===== config.mk =====
export PLATFORM = sky130hd
export DESIGN_NAME = booth_iter_mul_flat
export DESIGN_NICKNAME = d
export VERILOG_FILES = /design/src/rtl/booth_iter_mul_if.sv /design/src/rtl/booth_iter_mul.sv /design/src/flat_wrapper.sv
export SDC_FILE = /design/constraint.sdc
export NUM_CORES = 1
export LEC_CHECK = 0
export CELL_PAD_IN_SITES_DETAIL_PLACEMENT = 2
export CELL_PAD_IN_SITES_GLOBAL_PLACEMENT = 2
export CORE_AREA = 4 4 199 278
export CTS_CLUSTER_SIZE = 40
export DETAILED_ROUTE_END_ITERATION = 16
export DIE_AREA = 0 0 203 282
export GPL_TIMING_DRIVEN = 0
export PLACE_DENSITY_LB_ADDON = 0.2
export SLEW_MARGIN = 10
export SYNTH_ARGS = -nofsm -noshare
export SYNTH_HDL_FRONTEND = slang
export SYNTH_SLANG_ARGS = --single-unit

===== constraint.sdc =====
create_clock -name clk -period 6.4 [get_ports clk]
set_clock_uncertainty 0.1 [all_clocks]
set_input_delay 1.28 -clock clk [delete_from_list [all_inputs] [get_ports clk]]
set_output_delay 1.28 -clock clk [all_outputs]
set_load 0.01 [all_outputs]

===== src/rtl/booth_iter_mul_if.sv =====
// Operand/result handshake bundle for the iterative Booth multiplier.
// The master side drives operands and result acceptance; the slave side is the multiplier.
interface booth_iter_mul_if #(
  parameter int WIDTH = 64
);
  logic             in_valid;
  logic             in_ready;
  logic             in_signed;
  logic [WIDTH-1:0] in_x;
  logic [WIDTH-1:0] in_y;
  logic             out_valid;
  logic             out_ready;
  logic [WIDTH-1:0] out_lo;
  logic [WIDTH-1:0] out_hi;

  modport master (
    output in_valid, in_signed, in_x, in_y, out_ready,
    input  in_ready, out_valid, out_lo, out_hi
  );

  modport slave (
    input  in_valid, in_signed, in_x, in_y, out_ready,
    output in_ready, out_valid, out_lo, out_hi
  );
endinterface


===== src/rtl/booth_iter_mul.sv =====
// Iterative radix-4 Booth multiplier: one partial product (0/+-X/+-2X) per cycle,
// accumulated into a {high, Y} shift register; fixed latency of WIDTH/2+1 iterations.
module booth_iter_mul #(
  parameter int WIDTH = 64
) (
  input  logic              clk,
  input  logic              resetn,
  input  logic              flush,
  booth_iter_mul_if.slave   bus
);
  localparam int ITER = WIDTH / 2 + 1;
  localparam int CW   = $clog2(ITER);
  localparam int XW   = WIDTH + 2;  // extended operand width
  localparam int AW   = WIDTH + 4;  // accumulator high part width

  typedef enum logic [1:0] {
    IDLE = 2'd0,
    BUSY = 2'd1,
    DONE = 2'd2
  } state_t;

  state_t          state;
  state_t          state_next;
  logic [CW-1:0]   cnt;
  logic [XW-1:0]   x_reg;
  logic [XW-1:0]   y_reg;
  logic            y_prev;
  logic [AW-1:0]   acc;
  logic [WIDTH-1:0] res_lo;
  logic [WIDTH-1:0] res_hi;

  logic            accept;
  logic            step;
  logic            last_iter;
  logic            in_ready_c;
  logic            out_valid_c;

  logic [2:0]      window;
  logic            pp_zero;
  logic            pp_two;
  logic            pp_neg;
  logic [AW-1:0]   x1;
  logic [AW-1:0]   x2;
  logic [AW-1:0]   pp_mag;
  logic [AW-1:0]   pp_add;
  logic [AW-1:0]   acc_sum;
  logic [AW-1:0]   acc_next;
  logic [XW-1:0]   y_next;
  logic            y_prev_next;
  logic            ext_x;
  logic            ext_y;

  // ---------------------------------------------------------------------------
  // Control FSM
  // ---------------------------------------------------------------------------
  // NOTE: sequential state is written with non-blocking assignments only, so every
  // register samples pre-edge values regardless of process evaluation order.
  always_ff @(posedge clk or negedge resetn) begin
    if (!resetn) state <= IDLE;
    else         state <= state_next;
  end

  assign last_iter = (cnt == CW'(ITER - 1));

  // NOTE: every signal driven here gets a default first, so no path leaves it
  // unassigned and no latch is inferred.
  always_comb begin
    state_next  = state;
    in_ready_c  = 1'b0;
    out_valid_c = 1'b0;
    unique case (state)
      IDLE: begin
        in_ready_c = !flush;
        if (bus.in_valid) state_next = BUSY;
      end
      BUSY: begin
        if (last_iter) state_next = DONE;
      end
      DONE: begin
        out_valid_c = !flush;
        if (bus.out_ready) state_next = IDLE;
      end
      default: state_next = IDLE;
    endcase
    // A flushed result is never offered, so a same-cycle out_ready cannot retire it.
    if (flush) state_next = IDLE;
  end

  assign accept = (state == IDLE) && bus.in_valid && !flush;
  assign step   = (state == BUSY) && !flush;

  assign bus.in_ready  = in_ready_c;
  assign bus.out_valid = out_valid_c;
  assign bus.out_lo    = res_lo;
  assign bus.out_hi    = res_hi;

  // ---------------------------------------------------------------------------
  // Booth recoding and accumulate
  // ---------------------------------------------------------------------------
  assign window = {y_reg[1], y_reg[0], y_prev};

  always_comb begin
    pp_zero = 1'b0;
    pp_two  = 1'b0;
    pp_neg  = 1'b0;
    unique case (window)
      3'b000, 3'b111: pp_zero = 1'b1;
      3'b001, 3'b010: pp_zero = 1'b0;
      3'b011:         pp_two  = 1'b1;
      3'b100: begin
        pp_two = 1'b1;
        pp_neg = 1'b1;
      end
      default:        pp_neg  = 1'b1;  // 101, 110
    endcase
  end

  assign x1     = {{2{x_reg[XW-1]}}, x_reg};
  assign x2     = {x_reg[XW-1], x_reg, 1'b0};
  assign pp_mag = pp_zero ? '0 : (pp_two ? x2 : x1);

  // Subtraction folds into the same adder: invert the operand and inject carry-in.
  assign pp_add  = pp_mag ^ {AW{pp_neg}};
  assign acc_sum = acc + pp_add + AW'(pp_neg);

  assign acc_next    = {{2{acc_sum[AW-1]}}, acc_sum[AW-1:2]};
  assign y_next      = {acc_sum[1:0], y_reg[XW-1:2]};
  assign y_prev_next = y_reg[1];

  assign ext_x = bus.in_signed & bus.in_x[WIDTH-1];
  assign ext_y = bus.in_signed & bus.in_y[WIDTH-1];

  // ---------------------------------------------------------------------------
  // Datapath registers
  // ---------------------------------------------------------------------------
  always_ff @(posedge clk or negedge resetn) begin
    if (!resetn) begin
      cnt    <= '0;
      x_reg  <= '0;
      y_reg  <= '0;
      y_prev <= 1'b0;
      acc    <= '0;
      res_lo <= '0;
      res_hi <= '0;
    end else if (accept) begin
      x_reg  <= {{2{ext_x}}, bus.in_x};
      y_reg  <= {{2{ext_y}}, bus.in_y};
      y_prev <= 1'b0;
      acc    <= '0;
      cnt    <= '0;
    end else if (step) begin
      acc    <= acc_next;
      y_reg  <= y_next;
      y_prev <= y_prev_next;
      cnt    <= last_iter ? '0 : cnt + CW'(1);
      // After the final shift the low 2*WIDTH product bits straddle Y and the accumulator.
      if (last_iter) begin
        res_lo <= y_next[WIDTH-1:0];
        res_hi <= {acc_next[WIDTH-3:0], y_next[XW-1:WIDTH]};
      end
    end else if (flush) begin
      cnt <= '0;
    end
  end
endmodule


===== src/flat_wrapper.sv =====
// flat-port wrapper written by rule: the top's interface ports become plain ports
module booth_iter_mul_flat 
#(
  parameter int WIDTH = 64
)
  (clk, resetn, flush, bus_in_valid, bus_in_signed, bus_in_x, bus_in_y, bus_out_ready, bus_in_ready, bus_out_valid, bus_out_lo, bus_out_hi);
  booth_iter_mul_if #(.WIDTH(WIDTH)) bus_i ();
  input  logic clk;
  input  logic resetn;
  input  logic flush;
  input wire logic [$bits(bus_i.in_valid)-1:0] bus_in_valid;
  input wire logic [$bits(bus_i.in_signed)-1:0] bus_in_signed;
  input wire logic [$bits(bus_i.in_x)-1:0] bus_in_x;
  input wire logic [$bits(bus_i.in_y)-1:0] bus_in_y;
  input wire logic [$bits(bus_i.out_ready)-1:0] bus_out_ready;
  output wire logic [$bits(bus_i.in_ready)-1:0] bus_in_ready;
  output wire logic [$bits(bus_i.out_valid)-1:0] bus_out_valid;
  output wire logic [$bits(bus_i.out_lo)-1:0] bus_out_lo;
  output wire logic [$bits(bus_i.out_hi)-1:0] bus_out_hi;
  assign bus_i.in_valid = bus_in_valid;
  assign bus_i.in_signed = bus_in_signed;
  assign bus_i.in_x = bus_in_x;
  assign bus_i.in_y = bus_in_y;
  assign bus_i.out_ready = bus_out_ready;
  assign bus_in_ready = bus_i.in_ready;
  assign bus_out_valid = bus_i.out_valid;
  assign bus_out_lo = bus_i.out_lo;
  assign bus_out_hi = bus_i.out_hi;
  booth_iter_mul #(.WIDTH(WIDTH)) u_core (.clk(clk), .resetn(resetn), .flush(flush), .bus(bus_i));
endmodule

==> results of run 1 <==
==> repair_timing <==
action                                  4_1_cts  5_1_grt
endpoints found under the hold margin         0        0
endpoints found under the setup margin        0        5
gates resized for setup                       0        4
==> cell families after synthesis <==
logic type | Yosys count | synth area share
multiplexers | 16 | 0.00959
XOR/XNOR | 120 | 0.0560
buffers and inverters | 174 | 0.0378
flip-flops | 334 | 0.445
AO/OA/AOI/OAI | 560 | 0.194
AND/OR/NAND/NOR | 958 | 0.212
adder cells (fa/ha/maj) | 68 | 0.0457
==> power by group <==
group	total [W]	switching [W]	internal (W)
Sequential	0.00279	0.000332	0.00246
Clock	0.00222	0.000963	0.00126
Combinational	0.00480	0.00313	0.00168
Total	0.00982	0.00442	0.00539
==> final cells by class <==
| class | instances | area, sq um |
|---|---|---|
| Antenna cell | 1 | 2.50 |
| Buffer | 145 | 609 |
| Clock buffer | 57 | 1160 |
| Clock inverter | 9 | 70.1 |
| Fill cell | 5877 | 29300 |
| Inverter | 29 | 109 |
| Multi-Input combinational cell | 1722 | 9710 |
| Sequential cell | 334 | 8360 |
| Tap cell | 714 | 893 |
| Timing Repair Buffer | 266 | 2720 |
==> worst max path at each step <==
stage	cells past startpoint	to	start	slack, ns
after floorplan	17	u_core.acc[55]	u_core.y_reg[1]	2.07
after global placement	1	u_core.bus.out_lo[18]	resetn	-11.58
after detailed placement	17	u_core.acc[54]	u_core.y_reg[1]	0.09
after CTS	17	u_core.acc[54]	u_core.y_reg[1]	0.09
after global routing	17	u_core.bus.out_hi[58]	u_core.y_reg[0]	0.10
final	17	u_core.bus.out_hi[58]	u_core.y_reg[0]	0.27
==> cell usage in the layout (no fill, tap or decap), types with 16 or more instances in the layout <==
master             n
a22oi_1           65
nor3_1            19
xor2_1            84
a22o_1            34
inv_1             29
clkbuf_16         39
nand3_1           41
mux2_2            16
clkdlybuf4s50_1  262
a31oi_1           73
nand2_1          681
nor2_1           119
nand4_1           33
dfrtp_1          334
clkbuf_1         128
a21oi_1           90
o21ai_0          163
o21bai_1          17
a21o_1            41
xnor2_1           36
ha_1              67
==> worst register-to-register path, stage by stage (launching register included) <==
cell and delay, ns:
dfrtp_1 0.33, clkbuf_2 0.21, nand2_1 0.10, nor2_1 0.92, clkbuf_1 0.58, a22oi_1 0.18
o21ai_0 0.30, ha_1 0.45, a21o_1 0.21, a21o_1 0.18, a21oi_1 0.34, o221ai_1 0.21
a31o_2 0.30, nor3_2 0.45, o21ai_0 0.38, a21bo_2 0.31, xor2_1 0.18, mux2_2 0.30
==> stage by stage <==
stage | hold slack, ns | cell area, sq um
2_1_floorplan | 0.355 | 18800
3_3_place_gp | 0.359 | 22300
3_5_place_dp | 0.368 | 22400
4_1_cts | 0.388 | 23600
5_1_grt | 0.406 | 23600
6_report | 0.382 | 23600
==> per-layer routing <==
layer | vias to the layer above | track usage | routed length [microns]
met3 | 170 | 0.0583 | 4060
met4 | 4 | 0.119 | 3940
met1 | 9131 | 0.300 | 29700
li1 | 8284 | - | -
met2 | 391 | 0.501 | 40600
met5 | - | 0 | 32
==> reports/results.md, run 1 <==
| Metric | This run |
| --- | --- |
| Post-Layout Cell Count | 3,277 |
| Number of stages on the worst hold path | 2 |
| Hold crit path type | reg2reg |
| Detail Route Antenna Nets | 0 |
| Clock-pin slew on the worst setup and hold paths | 0.06 ns |
| Worst Hold Launch | u_core.bus.out_lo[51] |
| Post-synthesis register bit count | 334 |
| Cell type contributing the most total cell area after synthesis | dfrtp_1 |
| Final clock period utilization by the worst path | 0.958 |
| Dominant cells by area after synthesis | dfrtp_1 44%, nand2_1 14%, ha_1 4.5% |
| Max-Slew Margin vs Limit | 0.165 |
| Detailed Routing Iterations Pass 1 | 5 |
| Max-cap viol count | 0 |
| Avg Vias per Cell | 5.49 |
| HPWL after detailed placement | 59.8 mm |
| Max Fanout on Critical Path | 10 |
| Maximum clock frequency | 0.163 GHz |
| Max-slew violation count | 0 |
| Setup tns final | 0 ns |
| R2r endpoint | u_core.bus.out_hi[58] |
| Cell at the root of the clock tree | clkbuf_16 |
| Buffer count from post-CTS setup fixing | 0 |
| Standard-cell rows | 100 |
| Leakage power figure | 11.0 nW |
| Result of the run | complete, no violations |
| Internal reg-to-reg setup slack | 0.27 ns |
| Final Wtd Congestion | 0.906 |
| Sequential element share of the synthesized area | 0.445 |
| Top Ports | 264 |
| DP Worst Slack | 0.0860 ns |
| Mapped Nets | 2,432 |
| Core area | 52,900 sq um |
| Nature of the critical path startpoint | flip-flop |
| Placed cell count | 3,210 |
| Crit path cell chain | clkbuf_2 -> nand2_1 -> nor2_1 -> clkbuf_1 -> a22oi_1 -> o21ai_0 -> ha_1 -> a21o_1 -> a21o_1 -> a21oi_1 -> o221ai_1 -> a31o_2 -> nor3_2 -> o21ai_0 -> a21bo_2 -> xor2_1 -> mux2_2 |
| Global-route congestion overflow total | 0 |
| Total number of vias | 18,000 |
| Delay contributed by the slowest stage of the critical path | 0.92 ns |
| Total power consumption of the routed design | 0.00982 W |
| Top-count cell post-synth | nand2_1 |
| Least-Margin Pin Slew | 1.25 ns |
| Maximum count of clock buffers along a single path | 3 |
| RSZ-0062 raised after global routing | no |
| Post-Syn Area | 18,800 sq um |
| Initial core utilization | 0.355 |
| Data required, critical path | 6.75 ns |
| Slowest cell on crit path | nor2_1 |
| Area Growth Syn to Fin | 25.9% |
| Number of design-rule violations left by the first detailed-router iteration | 656 |
| IR drop worst, VDD | 150 uV |
| Clock latency at the later pin of the worst-skew pair | 0.57 ns |
| Ratio of cells with drive above 1 in the final layout | 0.0496 |
| Post-synthesis async set-or-reset flop share | 1.00 |
| Signal arrival time at the worst endpoint | 6.48 ns |
| Largest net degree at the start of global routing | 100 |
| Area enclosed by the die boundary | 57,200 sq um |
| Die Y | 282 microns |
| Number of warnings reported in the yosys synthesis log | 0 |
| Most frequent cells after synthesis | 681 x nand2_1, 334 x dfrtp_1, 163 x o21ai_0 |
| Crit path max-delay family | compound AO/OA/AOI/OAI gates |
| Worst flop-to-flop path startpoint | u_core.y_reg[0] |
| Wire length of the first global-routing pass | 121 mm |
| Final Hold Violating Endpoints | 0 |
| Number of instances in the synthesized netlist | 2,230 |
| # DRC | 0 |
| Pwr/cell area | 415 nW/um^2 |
| Wire per inst | 23.9 microns |
| Routed Wire Length | 78.4 mm |
| Sink Count | 334 |
| Antenna violations before repair | 3 |
| Top-area cell type share of the netlist area | 0.445 |
| Layout Nets | 2,739 |
| Final worst slack | 0.267 ns |
| Final critical path time including I/O delays and setup | 6.13 ns |
| Combined global-route utilization of all metal layers | 0.272 |
| Terminating pin of the worst hold path | u_core.bus.out_lo[51] |
| Setup crit end kind | flip-flop |
| Number of cells on the worst reg-to-reg path | 17 |
| Final setup violation count | 0 |
| Average instance area after synthesis | 8.42 sq um |
| Die width | 203 microns |
| Clock tree from TritonCTS | yes |
| Number of enable-type register cells in the synthesized netlist | 0 |
| Count of different cell masters after synthesis | 73 |
| Vias in the first global route | 20,500 |
| Count of H-tree levels built during CTS | 2 |
| Critical path start-end classification | reg2reg |
| Final core utilization | 0.447 |
| Clock buffers created by TritonCTS | 39 |
| Number of I/O port buffers | 263 |
| Hold buffer count at CTS | 0 |
| Most frequently used flop master after synthesis | dfrtp_1 |
| Buffers & Inverters on Critical Path | 2 |
Power figures use the tool's default switching activity.
==> run 2: changes to the inputs <==
- SLEW_MARGIN: 10 -> 20
- TNS_END_PERCENT: unset -> 10
==> reports/results.md, run 2 (synthesized netlist as in run 1, its figures left out) <==
| Metric | This run | vs previous |
| --- | --- | --- |
| Result of the run | complete, no violations |  |
| Total power consumption of the routed design | 0.00986 W | +0.44% |
| Clock buffers created by TritonCTS | 39 | unchanged |
| Largest net degree at the start of global routing | 96 | -4.0% |
| Levels on crit path | 16 | -1 |
| Placed cell count | 3,210 | unchanged |
| Top Ports | 264 | unchanged |
| Die width | 203 microns | unchanged |
| Layout Nets | 2,739 | unchanged |
| Final Hold Violating Endpoints | 0 | unchanged |
| Wire length of the first global-routing pass | 121 mm | -0.20% |
| Slowest cell on crit path | o21ai_0 |  |
| RSZ-0062 raised after global routing | no |  |
| Crit path max-delay family | compound AO/OA/AOI/OAI gates |  |
| Standard-cell rows | 100 | unchanged |
| Most frequent cells in the layout | 681 x nand2_1, 334 x dfrtp_1, 262 x clkdlybuf4s50_1 |  |
| Die Y | 282 microns | unchanged |
| Setup crit end kind | flip-flop |  |
| Leakage power figure | 11.0 nW | about the same |
| # DRC | 0 | unchanged |
| Clock power frac | 0.228 | +0.002 |
| Final critical path time including I/O delays and setup | 6.10 ns | -0.0323 ns |
| Detail Route Antenna Nets | 0 | unchanged |
| Power share of the sequential group | 0.283 | about the same |
| Share of total power in combinational logic | 0.489 | about the same |
| Vias in the first global route | 20,600 | +0.17% |
| Clock-pin slew on the worst setup and hold paths | 0.06 ns | about the same |
| Hold buffer count at CTS | 0 | unchanged |
| Max Fanout on Critical Path | 10 | unchanged |
| Final clock period utilization by the worst path | 0.953 | -0.00504 |
| Initial core utilization | 0.355 | unchanged |
| Buffers & Inverters on Critical Path | 4 | +2 |
| Delay contributed by the slowest stage of the critical path | 0.77 ns | -0.15 ns |
| Buffer count from post-CTS setup fixing | 0 | unchanged |
| Post-Layout Cell Count | 3,279 | +0.061% |
| Pwr/cell area | 417 nW/um^2 | +0.42% |
| Max-slew violation count | 0 | unchanged |
| Number of design-rule violations left by the first detailed-router iteration | 724 | +10% |
| Reported net switching power | 0.00443 W | +0.22% |
| Avg Vias per Cell | 5.47 | -0.32% |
| Most frequent standard cell in the layout excluding fill and tap cells | nand2_1 |  |
| Sink Count | 334 | unchanged |
| Antenna violations before repair | 3 | unchanged |
| Area Growth Syn to Fin | 25.9% | about the same |
| P_int | 0.00543 W | +0.62% |
| Crit path cell chain | buf_2 -> inv_1 -> or3_1 -> clkbuf_1 -> clkbuf_1 -> o21ai_0 -> ha_1 -> a21o_1 -> a31o_2 -> a21oi_1 -> o21ai_0 -> o2111ai_1 -> a221oi_1 -> o21bai_1 -> a21boi_0 -> o31ai_1 |  |
| Area enclosed by the die boundary | 57,200 sq um | unchanged |
| Placed inst area | 22,400 sq um | about the same |
| Max-Slew Margin vs Limit | 0.295 | +0.130 |
| Hold crit path type | reg2reg |  |
| Global-route congestion overflow total | 0 | unchanged |
| Nature of the critical path startpoint | flip-flop |  |
| Sw Ratio | 0.449 | -0.000989 |
| Clock tree from TritonCTS | yes |  |
| Combined global-route utilization of all metal layers | 0.271 | -0.00101 |
| Maximum clock frequency | 0.164 GHz | +0.53% |
| Total number of vias | 17,900 | -0.26% |
| Max-cap viol count | 0 | unchanged |
| Critical path start-end classification | reg2reg |  |
| Final setup violation count | 0 | unchanged |
| Core area | 52,900 sq um | unchanged |
| Wire per inst | 23.9 microns | about the same |
| Fill count | 5,879 | +0.034% |
| Number of stages on the worst hold path | 2 | unchanged |
| Cell at the root of the clock tree | clkbuf_16 |  |
| HPWL after detailed placement | 59.8 mm | about the same |
| Clock latency at the later pin of the worst-skew pair | 0.57 ns | about the same |
| Number of cells on the worst reg-to-reg path | 16 | -1 |
| Final Wtd Congestion | 0.906 | unchanged |
| Signal arrival time at the worst endpoint | 6.42 ns | -0.06 ns |
| Ratio of cells with drive above 1 in the final layout | 0.0488 | -0.000819 |
| Routed Wire Length | 78.4 mm | about the same |
| Post-route cell area | 23,600 sq um | about the same |
| IR drop worst, VDD | 141 uV | -5.8% |
| Number of I/O port buffers | 263 | unchanged |
| Maximum count of clock buffers along a single path | 3 | unchanged |
| Count of H-tree levels built during CTS | 2 | unchanged |
| Detailed Routing Iterations Pass 1 | 4 | -1 |
| Data required, critical path | 6.71 ns | -0.04 ns |
| Final worst hold slack | 0.376 ns | -0.00651 ns |
| Least-Margin Pin Slew | 1.06 ns | -0.195 ns |
-- run 2: changes by cell type in the layout (fill, tap and decap cells not counted) --
cell and delta:
clkbuf_1 +6, clkbuf_8 -5, bufinv_16 +2, clkbuf_2 +2, clkdlybuf4s15_1 -1, clkinv_2 -1
clkinvlp_4 -1, nor2_1 -1, nor2_2 +1
-- run 2: layout make-up --
cell class / count / area [sq um] / area share
Sequential cell: 334 / 8360 / 0.353
Buffer: 145 / 606 / 0.0256
Timing Repair Buffer: 266 / 2720 / 0.115
Tap cell: 714 / 893 / 0.0378
Multi-Input combinational cell: 1722 / 9720 / 0.411
Antenna cell: 1 / 2.50 / 0.000106
Clock buffer: 59 / 1120 / 0.0474
Inverter: 29 / 109 / 0.00460
Clock inverter: 9 / 118 / 0.00497
-- run 2: power by group through the flow --
stage	Clock [W]	Sequential, W	Combinational, W
3_3_place_gp	0	0.00280	0.00458
3_5_place_dp	0	0.00282	0.00478
6_report	0.00225	0.00279	0.00482
4_1_cts	0.00231	0.00279	0.00483
2_1_floorplan	0	0.00269	0.00326
5_1_grt	0.00240	0.00283	0.00530
-- run 2: worst paths after layout --
| path | from | endpoint | slack [ns] |
|---|---|---|---|
| max | u_core.y_reg[1] | u_core.acc[54] | 0.30 |
| min | u_core.bus.out_hi[29] | u_core.bus.out_hi[29] | 0.38 |
| max reg2reg | u_core.y_reg[1] | u_core.acc[54] | 0.30 |
| min reg2reg | u_core.bus.out_hi[29] | u_core.bus.out_hi[29] | 0.38 |
| max in group asynchronous | resetn | u_core.bus.out_lo[23] | 4.29 |
| min in group asynchronous | resetn | u_core.bus.out_hi[20] | 0.56 |
-- run 2: metrics by stage --
stage,setup TNS (ns),utilization,setup WS (ns)
after detailed placement,0,0.423,0.0798
after global placement,-3840.29,0.422,-11.58
final,0,0.447,0.299
after floorplan,0,-,2.07
after global routing,0,0.447,0.160
after CTS,0,0.447,0.256
-- run 2: repair_timing --
item | CTS | global route
setup endpoints to repair | 1 | 2
resized for setup | 2 | 1
gates cloned | 0 | 0
-- run 2: routing by layer --
metal | GRT usage | part of all wire | vias up
met5 | 0 | 0.00034 | -
met4 | 0.107 | 0.044 | 4
met3 | 0.0633 | 0.054 | 152
met2 | 0.501 | 0.52 | 394
met1 | 0.299 | 0.38 | 9119
li1 | - | - | 8265
-- run 2: tightest hold or removal path: cells and delay by family, from the launching register on --
kind,cells,cell delay [ns]
DFF,1,0.34
and+or+nand+nor,2,0.10
==> run 3: changes to the inputs <==
- CTS_CLUSTER_SIZE: 40 -> 25
- MAX_ROUTING_LAYER: unset -> met4
==> reports/results.md, run 3 (synthesized netlist as in run 1, its figures left out) <==
| Metric | This run | vs previous |
| --- | --- | --- |
| Sw Ratio | 0.449 | about the same |
| Number of design-rule violations left by the first detailed-router iteration | 797 | +10% |
| Core area | 52,900 sq um | unchanged |
| Placed cell count | 3,210 | unchanged |
| Avg Vias per Cell | 5.48 | +0.19% |
| Sink Count | 334 | unchanged |
| Clock power frac | 0.229 | about the same |
| Power share of the sequential group | 0.283 | about the same |
| Share of total power in combinational logic | 0.488 | about the same |
| Most frequent cells in the layout | 681 x nand2_1, 334 x dfrtp_1, 262 x clkdlybuf4s50_1 |  |
| Fill count | 5,920 | +0.70% |
| Detail Route Antenna Nets | 0 | unchanged |
| Global-route congestion overflow total | 0 | unchanged |
| Area occupied by registers | 8360 sq um | unchanged |
| Final critical path time including I/O delays and setup | 5.92 ns | -0.182 ns |
| Max Fanout on Critical Path | 10 | unchanged |
| Final Wtd Congestion | 0.939 | +3.6% |
| Leakage power figure | 11.0 nW | about the same |
| Antenna violations before repair | 5 | +2 |
| Nature of the critical path startpoint | flip-flop |  |
| Result of the run | complete, no violations |  |
| Final clock period utilization by the worst path | 0.925 | -0.0284 |
| Die width | 203 microns | unchanged |
| Ratio of cells with drive above 1 in the final layout | 0.0499 | +0.00117 |
| Detailed Routing Iterations Pass 1 | 5 | +1 |
| Data required, critical path | 6.73 ns | +0.02 ns |
| Number of I/O port buffers | 263 | unchanged |
| Clock latency at the later pin of the worst-skew pair | 0.58 ns | about the same |
| Count of H-tree levels built during CTS | 2 | unchanged |
| Setup crit end kind | flip-flop |  |
| Top Ports | 264 | unchanged |
| Least-Margin Pin Slew | 1.09 ns | +0.0273 ns |
| Total number of vias | 18,000 | +0.28% |
| Total power consumption of the routed design | 0.00985 W | -0.11% |
| Critical path start-end classification | reg2reg |  |
| Cell at the root of the clock tree | clkbuf_16 |  |
| Routed Wire Length | 78.1 mm | -0.38% |
| Largest net degree at the start of global routing | 94 | -2.1% |
| Total area of multi-input combinational cells | 9720 sq um | unchanged |
| Reported net switching power | 0.00442 W | -0.20% |
| P_int | 0.00543 W | about the same |
| Area enclosed by the die boundary | 57,200 sq um | unchanged |
| Final Hold Violating Endpoints | 0 | unchanged |
| Initial core utilization | 0.355 | unchanged |
| Area Growth Syn to Fin | 25.9% | about the same |
| Wire per inst | 23.8 microns | -0.47% |
| Hold crit path type | reg2reg |  |
| Post-Layout Cell Count | 3,282 | +0.091% |
| Standard-cell rows | 100 | unchanged |
| Max-slew violation count | 0 | unchanged |
| Max-Slew Margin vs Limit | 0.276 | -0.0182 |
| IR drop worst, VDD | 194 uV | +37% |
| Maximum clock frequency | 0.169 GHz | +3.1% |
| # DRC | 0 | unchanged |
| Wire length of the first global-routing pass | 121 mm | -0.12% |
| Combined global-route utilization of all metal layers | 0.277 | +0.00664 |
| Die Y | 282 microns | unchanged |
| HPWL after detailed placement | 59.9 mm | +0.12% |
| Final setup violation count | 0 | unchanged |
| Max-cap viol count | 0 | unchanged |
| Clock buffers created by TritonCTS | 39 | unchanged |
| Clock-pin slew on the worst setup and hold paths | 0.06 ns | about the same |
| Buffer count from post-CTS setup fixing | 0 | unchanged |
| Signal arrival time at the worst endpoint | 6.25 ns | -0.17 ns |
| Maximum count of clock buffers along a single path | 3 | unchanged |
| Most frequent standard cell in the layout excluding fill and tap cells | nand2_1 |  |
| Layout Nets | 2,739 | unchanged |
| Pwr/cell area | 416 nW/um^2 | -0.15% |
| RSZ-0062 raised after global routing | no |  |
| Vias in the first global route | 20,400 | -1.0% |
| Clock tree from TritonCTS | yes |  |
[run 3: power groups by stage]
| stage | clock network [W] | logic, W | registers [W] |
|---|---|---|---|
| floorplan | 0 | 0.00326 | 0.00269 |
| global placement | 0 | 0.00459 | 0.00280 |
| detailed placement | 0 | 0.00477 | 0.00281 |
| CTS | 0.00232 | 0.00481 | 0.00279 |
| global route | 0.00241 | 0.00530 | 0.00283 |
| finish | 0.00225 | 0.00480 | 0.00279 |
[run 3: through the flow]
stage	worst slack (ns)	hold slack, ns	setup TNS [ns]	area [sq um]	utilization
finish	0.480	0.378	0	23700	0.447
global route	0.126	0.413	0	23700	0.447
CTS	0.260	0.385	0	23600	0.447
detailed placement	0.0000857	0.367	0	22400	0.423
global placement	-11.57	0.359	-3844.75	22300	0.422
floorplan	2.07	0.355	0	18800	-
[run 3: path summary, 6_finish.rpt]
kind,startpoint,end,slack (ns),cells past startpoint
max,u_core.y_reg[0],u_core.bus.out_hi[56],0.48,17
max reg2reg,u_core.y_reg[0],u_core.bus.out_hi[56],0.48,17
min reg2reg,u_core.bus.out_lo[16],u_core.bus.out_lo[16],0.38,2
min,u_core.bus.out_lo[16],u_core.bus.out_lo[16],0.38,2
max in group asynchronous,resetn,u_core.y_reg[18],4.30,3
min in group asynchronous,resetn,u_core.bus.out_hi[24],0.59,1
[run 3: per-layer routing]
layer | global-route usage | wire length [microns]
met2 | 0.514 | 41600
met5 | - | 0
met4 | 0.0697 | 2080
met3 | 0.0519 | 3770
met1 | 0.306 | 30600
[run 3: layout make-up]
cell class                 instances  area share
buffer                           145      0.0256
inverter                          29     0.00460
clock buffer                      55      0.0468
tap                              714      0.0378
sequential                       334       0.353
antenna                            4    0.000423
multi-input combinational       1722       0.411
clock inverter                    13     0.00566
timing repair buffer             266       0.115
[run 3: repair_timing]
action                     CTS  global route
setup endpoints to repair    3             2
hold buffers                 0             0
resized for setup            2             1
[run 3: critical path, cell delays in order, from the launching register on]
cell,delay [ns]
dfrtp_1,0.36
clkbuf_2,0.17
xor2_1,0.21
clkbuf_1,0.69
buf_1,0.49
a22oi_1,0.12
o21ai_0,0.26
ha_1,0.20
clkbuf_1,0.30
nand2_1,0.09
nor2_1,0.19
or4b_1,0.52
a21oi_1,0.39
o2111ai_1,0.31
a221oi_1,0.62
o21bai_1,0.15
a21boi_0,0.46
o31ai_1,0.14
